--- src/rtl/hamming_pkg.sv ---
// Shared SECDED (8,4) definitions: codeword bit positions, encoder and tx state encoding.
// Imported by both the transmit and the decode side of the link.
package hamming_pkg;

  localparam int unsigned P1_POS = 0;
  localparam int unsigned P2_POS = 1;
  localparam int unsigned D0_POS = 2;
  localparam int unsigned P4_POS = 3;
  localparam int unsigned D1_POS = 4;
  localparam int unsigned D2_POS = 5;
  localparam int unsigned D3_POS = 6;
  localparam int unsigned P0_POS = 7;

  typedef enum logic [1:0] {
    IDLE  = 2'd0,
    START = 2'd1,
    DATA  = 2'd2,
    STOP  = 2'd3
  } tx_state_t;

  function automatic logic [7:0] hamming_encode(input logic [3:0] d);
    logic [7:0] cw;
    cw         = 8'h00;
    cw[P1_POS] = d[0] ^ d[1] ^ d[3];
    cw[P2_POS] = d[0] ^ d[2] ^ d[3];
    cw[D0_POS] = d[0];
    cw[P4_POS] = d[1] ^ d[2] ^ d[3];
    cw[D1_POS] = d[1];
    cw[D2_POS] = d[2];
    cw[D3_POS] = d[3];
    // Even overall parity across the seven Hamming bits.
    cw[P0_POS] = ^cw[6:0];
    return cw;
  endfunction

endpackage

--- src/rtl/hamming_tx_baud_gen.sv ---
// Bit-period tick generator: counts 0..CLKS_PER_BIT-1 while enabled, ticks on the last count.
// Synchronous clear restarts the period so a frame's start bit is a full period long.
module hamming_tx_baud_gen #(
  parameter int unsigned CLKS_PER_BIT = 4
) (
  input  logic clk,
  input  logic rst_n,
  input  logic clr_i,
  input  logic en_i,
  output logic tick_o
);

  localparam int unsigned CntW = (CLKS_PER_BIT > 1) ? $clog2(CLKS_PER_BIT) : 1;
  localparam logic [CntW-1:0] CntMax = CntW'(CLKS_PER_BIT - 1);

  logic [CntW-1:0] cnt_q, cnt_d;
  logic            last;

  assign last   = (cnt_q == CntMax);
  assign tick_o = en_i && last;

  always_comb begin
    cnt_d = cnt_q;
    if (clr_i) begin
      cnt_d = '0;
    end else if (en_i) begin
      cnt_d = last ? '0 : cnt_q + 1'b1;
    end
  end

  always_ff @(posedge clk or negedge rst_n) begin
    if (!rst_n) begin
      cnt_q <= '0;
    end else begin
      cnt_q <= cnt_d;
    end
  end

endmodule

--- src/rtl/hamming_tx_serial.sv ---
// SECDED (8,4) transmitter: encodes a 4-bit word and sends it as start, 8 code bits LSB first,
// then STOP_BITS stop periods. Optional HAMMING_TX_ERR_INJECT_EN adds err_mask XOR on accept.
module hamming_tx_serial
  import hamming_pkg::*;
#(
  parameter int unsigned CLKS_PER_BIT = 4,
  parameter int unsigned STOP_BITS    = 1
) (
  input  logic       clk,
  input  logic       rst_n,
  input  logic [3:0] data_in,
`ifdef HAMMING_TX_ERR_INJECT_EN
  input  logic [7:0] err_mask,
`endif
  input  logic       in_valid,
  output logic       in_ready,
  output logic       tx_serial,
  output logic       busy,
  output logic       frame_done,
  output logic [7:0] codeword_out
);

  localparam logic StopLast = (STOP_BITS > 1) ? 1'b1 : 1'b0;

  tx_state_t  state_q, state_d;
  logic [7:0] shreg_q, shreg_d;
  logic [7:0] cw_q, cw_d;
  logic [2:0] bit_idx_q, bit_idx_d;
  logic       stop_cnt_q, stop_cnt_d;
  logic       tx_q, tx_d;
  logic       busy_q, busy_d;
  logic       ready_q, ready_d;
  logic       done_q, done_d;

  logic       accept;
  logic       tick;
  logic [7:0] cw_new;

`ifdef HAMMING_TX_ERR_INJECT_EN
  assign cw_new = hamming_encode(data_in) ^ err_mask;
`else
  assign cw_new = hamming_encode(data_in);
`endif

  // ready_q is only set in IDLE, so no separate state qualifier is needed.
  assign accept = in_valid && ready_q;

  hamming_tx_baud_gen #(
    .CLKS_PER_BIT(CLKS_PER_BIT)
  ) u_baud (
    .clk   (clk),
    .rst_n (rst_n),
    .clr_i (accept),
    .en_i  (busy_q),
    .tick_o(tick)
  );

  always_comb begin
    state_d    = state_q;
    shreg_d    = shreg_q;
    cw_d       = cw_q;
    bit_idx_d  = bit_idx_q;
    stop_cnt_d = stop_cnt_q;
    tx_d       = tx_q;
    busy_d     = busy_q;
    ready_d    = ready_q;
    done_d     = 1'b0;

    case (state_q)
      IDLE: begin
        tx_d = 1'b1;
        if (accept) begin
          state_d    = START;
          shreg_d    = cw_new;
          cw_d       = cw_new;
          bit_idx_d  = 3'd0;
          stop_cnt_d = 1'b0;
          tx_d       = 1'b0;
          busy_d     = 1'b1;
          ready_d    = 1'b0;
        end
      end

      START: begin
        if (tick) begin
          state_d = DATA;
          tx_d    = shreg_q[0];
        end
      end

      DATA: begin
        if (tick) begin
          shreg_d = {1'b0, shreg_q[7:1]};
          if (bit_idx_q == 3'd7) begin
            state_d    = STOP;
            stop_cnt_d = 1'b0;
            tx_d       = 1'b1;
          end else begin
            bit_idx_d = bit_idx_q + 3'd1;
            tx_d      = shreg_q[1];
          end
        end
      end

      STOP: begin
        tx_d = 1'b1;
        if (tick) begin
          if (stop_cnt_q == StopLast) begin
            state_d = IDLE;
            busy_d  = 1'b0;
            ready_d = 1'b1;
            done_d  = 1'b1;
          end else begin
            stop_cnt_d = stop_cnt_q + 1'b1;
          end
        end
      end

      default: begin
        state_d = IDLE;
        tx_d    = 1'b1;
        busy_d  = 1'b0;
        ready_d = 1'b1;
      end
    endcase
  end

  always_ff @(posedge clk or negedge rst_n) begin
    if (!rst_n) begin
      state_q    <= IDLE;
      shreg_q    <= 8'h00;
      cw_q       <= 8'h00;
      bit_idx_q  <= 3'd0;
      stop_cnt_q <= 1'b0;
      tx_q       <= 1'b1;
      busy_q     <= 1'b0;
      ready_q    <= 1'b1;
      done_q     <= 1'b0;
    end else begin
      state_q    <= state_d;
      shreg_q    <= shreg_d;
      cw_q       <= cw_d;
      bit_idx_q  <= bit_idx_d;
      stop_cnt_q <= stop_cnt_d;
      tx_q       <= tx_d;
      busy_q     <= busy_d;
      ready_q    <= ready_d;
      done_q     <= done_d;
    end
  end

  assign tx_serial    = tx_q;
  assign busy         = busy_q;
  assign in_ready     = ready_q;
  assign frame_done   = done_q;
  assign codeword_out = cw_q;

endmodule

--- config.mk ---
export PLATFORM = sky130hd
export DESIGN_NAME = hamming_tx_serial
export DESIGN_NICKNAME = d
export VERILOG_FILES = /design/src/rtl/hamming_pkg.sv /design/src/rtl/hamming_tx_baud_gen.sv /design/src/rtl/hamming_tx_serial.sv
export SDC_FILE = /design/constraint.sdc
export NUM_CORES = 1
export LEC_CHECK = 0
export ABC_AREA = 0
export BUFFER_PORTS_ARGS = -buffer_cell sky130_fd_sc_hd__clkbuf_2
export CAP_MARGIN = 20
export CORE_MARGIN = 5
export CORE_UTILIZATION = 55
export DETAILED_ROUTE_END_ITERATION = 10
export HOLD_SLACK_MARGIN = 0.1
export MAX_ROUTING_LAYER = met4
export PLACE_DENSITY_LB_ADDON = 0.12
export SETUP_SLACK_MARGIN = 0.02
export SLEW_MARGIN = 20
export SYNTH_ARGS = -nofsm -noshare
export SYNTH_HDL_FRONTEND = slang
export SYNTH_HIERARCHICAL = 1
export SYNTH_SLANG_ARGS = --single-unit
--- constraint.sdc ---
create_clock -name clk -period 5.7 [get_ports clk]
set_clock_uncertainty 0.1 [all_clocks]
set_input_delay 1.14 -clock clk [delete_from_list [all_inputs] [get_ports clk]]
set_output_delay 1.14 -clock clk [all_outputs]
set_load 0.03 [all_outputs]
==> metrics.yaml <==
run:
  cap_violations: 0
detailed_routing:
  first_pass_iters: 4
  dr.first_iter.drc_count: 22
  wl_per_cell_um: 14.9
  wl_met1_um: 1240
  route.top_layer_used: "met3"
  finalWirelength_um: 2620
  wl_met3_um: 94
  drc_errors: 0
  viasPerCell: 5.56
  antenna_left: 0
  dr_wl_met2_um: 1280
  vias: 978
logic_synthesis:
  yosysSeqAreaShare: 0.472
  netlist_area_mm2: 0.00144
  ys.flop_type: "dfrtp_1"
  yosys_warnings: 6
  synth.avg_cell_area_um2: 11.1
  synthArstFlopShare: 1.00
  synth_cell_types: 35
  syn_inst: 130
  yosys_register_bits: 27
  synth-edff-count: 0
  syn-num-nets: 144
placement:
  port_buffers: 18
  hpwlAfterDp_um: 1930
  dp.cells: 172
  gp_congestion: 0.747
  place_ws_ns: 3.27
setup_path:
  crit_path_cell_trace: "inv_1, ha_1, mux2i_2, nor2_1, mux2_1"
  path_class: "reg2reg"
  worstReg2RegEnd: "shreg_q[3]"
  reg2reg_depth: 5
  slowest_stage: "ha_1"
  startpoint_type: "register"
  arrival_ns: 2.59
  endpoint_kind: "register"
  cp_max_fo: 22
  max_stage_delay_ns: 0.71
  cp_num_buf_inv: 1
  worstSetupStartpoint: "state_q[0]"
  required_ns: 5.82
  rrSetupSlack_ns: 3.23
  rr_startpoint: "state_q[0]"
  cp_top_family: "multiplexers"
grt:
  grt_max_degree: 28
  grt-ovfl-total: 0
  grt_pass1_vias: 919
  grt.total_usage: 0.161
  grt_pass1_wl_um: 4350
  antenna_found_initial: 0
sta:
  hold_viol: 0
  rsz0062_at_grt: "no"
  timing.fmax_ghz: 0.405
  fin_crit_sh: 0.433
  finalSetupViolations: 0
  tns_ns: 0
  maxSlewHeadroom: 0.448
  slew_viol_final: 0
  holdWs_ns: 0.394
  finalWorstSetupSlack_ns: 3.23
  tightest_slew_ns: 0.828
  period_minus_slack_ns: 2.47
clocking:
  clockBufferDepth: 2
  post_cts_buffers: 0
  htree_levels: 1
  clockRootBuffer: "clkbuf_4"
  tritoncts: "yes"
  cts_resized: 0
  tritoncts.num_buffers: 3
  clock-sinks: 27
  clk_latency_ns: 0.34
  holdBufCountCts: 0
  clkSlewWorstSetupHoldPaths_ns: 0.14
worst_hold_path:
  holdPathEnd: "codeword_out[1]"
  whs_path_depth: 2
  hold_start: "codeword_out[1]"
  hold_class: "reg2reg"
run_status:
  outcome: "completed"
floorplanning:
  ios: 19
  initial_core_util: 0.575
  coreArea_mm2: 0.00250
  die_y_um: 61.1
  num_rows: 18
  die_w_um: 61.1
  die_area_mm2: 0.00374
power_and_ir_drop:
  p_leak_uw: 0.000709
  p_per_area_mw_per_mm2: 194
  power_uw: 302
  peakVddDrop_mv: 0.221
final_layout:
  drive_above_1_share: 0.233
  area.growth.synth_to_final_pct: 8.27
  multi_input_area_um2: 702
  seq_area_um2: 678
  fill_cells: 198
  final_nets: 161
  antenna_cells: 0
  fin_cells: 176
==> worst reg2reg max path: stages, from the launching register on <==
cell	delay (ns)
dfrtp_1	0.44
inv_1	0.11
ha_1	0.71
mux2i_2	0.51
nor2_1	0.16
mux2_1	0.34
==> placed cells by master, fill, tap and decap left out, types with 2 or more instances in the layout <==
cell type   n
mux2_1      4
mux2i_1     5
nand3_1     3
mux2_2      6
ha_1        7
o21ai_0    14
a21oi_1     3
and2_1      3
o211ai_1    2
nor2_1      9
nand2_1     9
xnor2_1     2
inv_1       5
a22o_1      2
nand2b_1    2
clkbuf_4    3
o21ai_1     5
dfrtp_1    25
clkbuf_2   18
dfstp_2     2
xnor3_1     3
==> worst max-delay path by stage <==
| stage | endpoint | depth (start not counted) | slack [ns] |
|---|---|---|---|
| floorplan | shreg_q[1] | 4 | 3.58 |
| global placement | shreg_q[0] | 4 | 3.39 |
| detailed placement | shreg_q[3] | 5 | 3.27 |
| CTS | shreg_q[3] | 5 | 3.25 |
| global route | shreg_q[0] | 5 | 3.06 |
| finish | shreg_q[3] | 5 | 3.23 |
==> cell usage after synthesis, drive strengths merged, types with 2 or more instances <==
cell    instances  area share
nand2b          2      0.0087
and2            3       0.013
dfstp           2       0.037
mux2           10       0.078
o211ai          2       0.010
nand2           9       0.023
ha              7       0.061
xnor2           2       0.012
mux2i           6       0.044
dfrtp          25        0.44
a22o            2       0.012
xnor3           3       0.047
buf             6       0.027
a21oi           4       0.017
nand3           3       0.010
o21ai          19       0.066
inv             5       0.013
or3b            2       0.012
nor2            9       0.023
==> logic make-up after synthesis <==
| kind of cell | Yosys count | share of synthesized area |
|---|---|---|
| mux | 16 | 0.123 |
| flops | 27 | 0.472 |
| simple gates | 32 | 0.110 |
| buf+inv | 11 | 0.0400 |
| xor+xnor | 5 | 0.0592 |
| compound gates | 32 | 0.136 |
| fa+ha+maj | 7 | 0.0609 |
==> per-layer routing <==
layer  vias to the layer above  GRT usage
li1                        490          -
met3                         0     0.0398
met2                        15      0.245
met5                         -          -
met1                       473      0.220
met4                         0     0.0341
==> state kept, by name (all words and copies together) (netlist names) <==
| register | count |
|---|---|
| shreg_q | 8 |
| in_ready | 1 |
| codeword_out | 8 |
| bit_idx_q | 3 |
| frame_done | 1 |
| tx_serial | 1 |
| state_q | 2 |
| u_baud/cnt_q | 2 |
| busy | 1 |
==> power by group <==
part | internal (uW) | leakage (uW) | switching, uW
Combinational | 9.44 | 0.000371 | 11.2
Sequential | 193 | 0.000324 | 0.835
Clock | 26.9 | 0.0000139 | 60.2
Total | 229 | 0.000709 | 72.2
==> layout make-up <==
class,instances,area share
clock buffers,3,0.0145
inverters,5,0.0121
flip-flops and latches,27,0.436
multi-input cells,92,0.451
clock inverters,1,0.00482
well taps,30,0.0241
repair buffers,18,0.0579
==> through the flow <==
step                      cell area (um^2)   util
after floorplan                       1440      -
after global placement                1530  0.611
after detailed placement              1530  0.611
after CTS                             1560  0.623
after global routing                  1560  0.623
final                                 1560  0.623
Power figures use the tool's default switching activity.
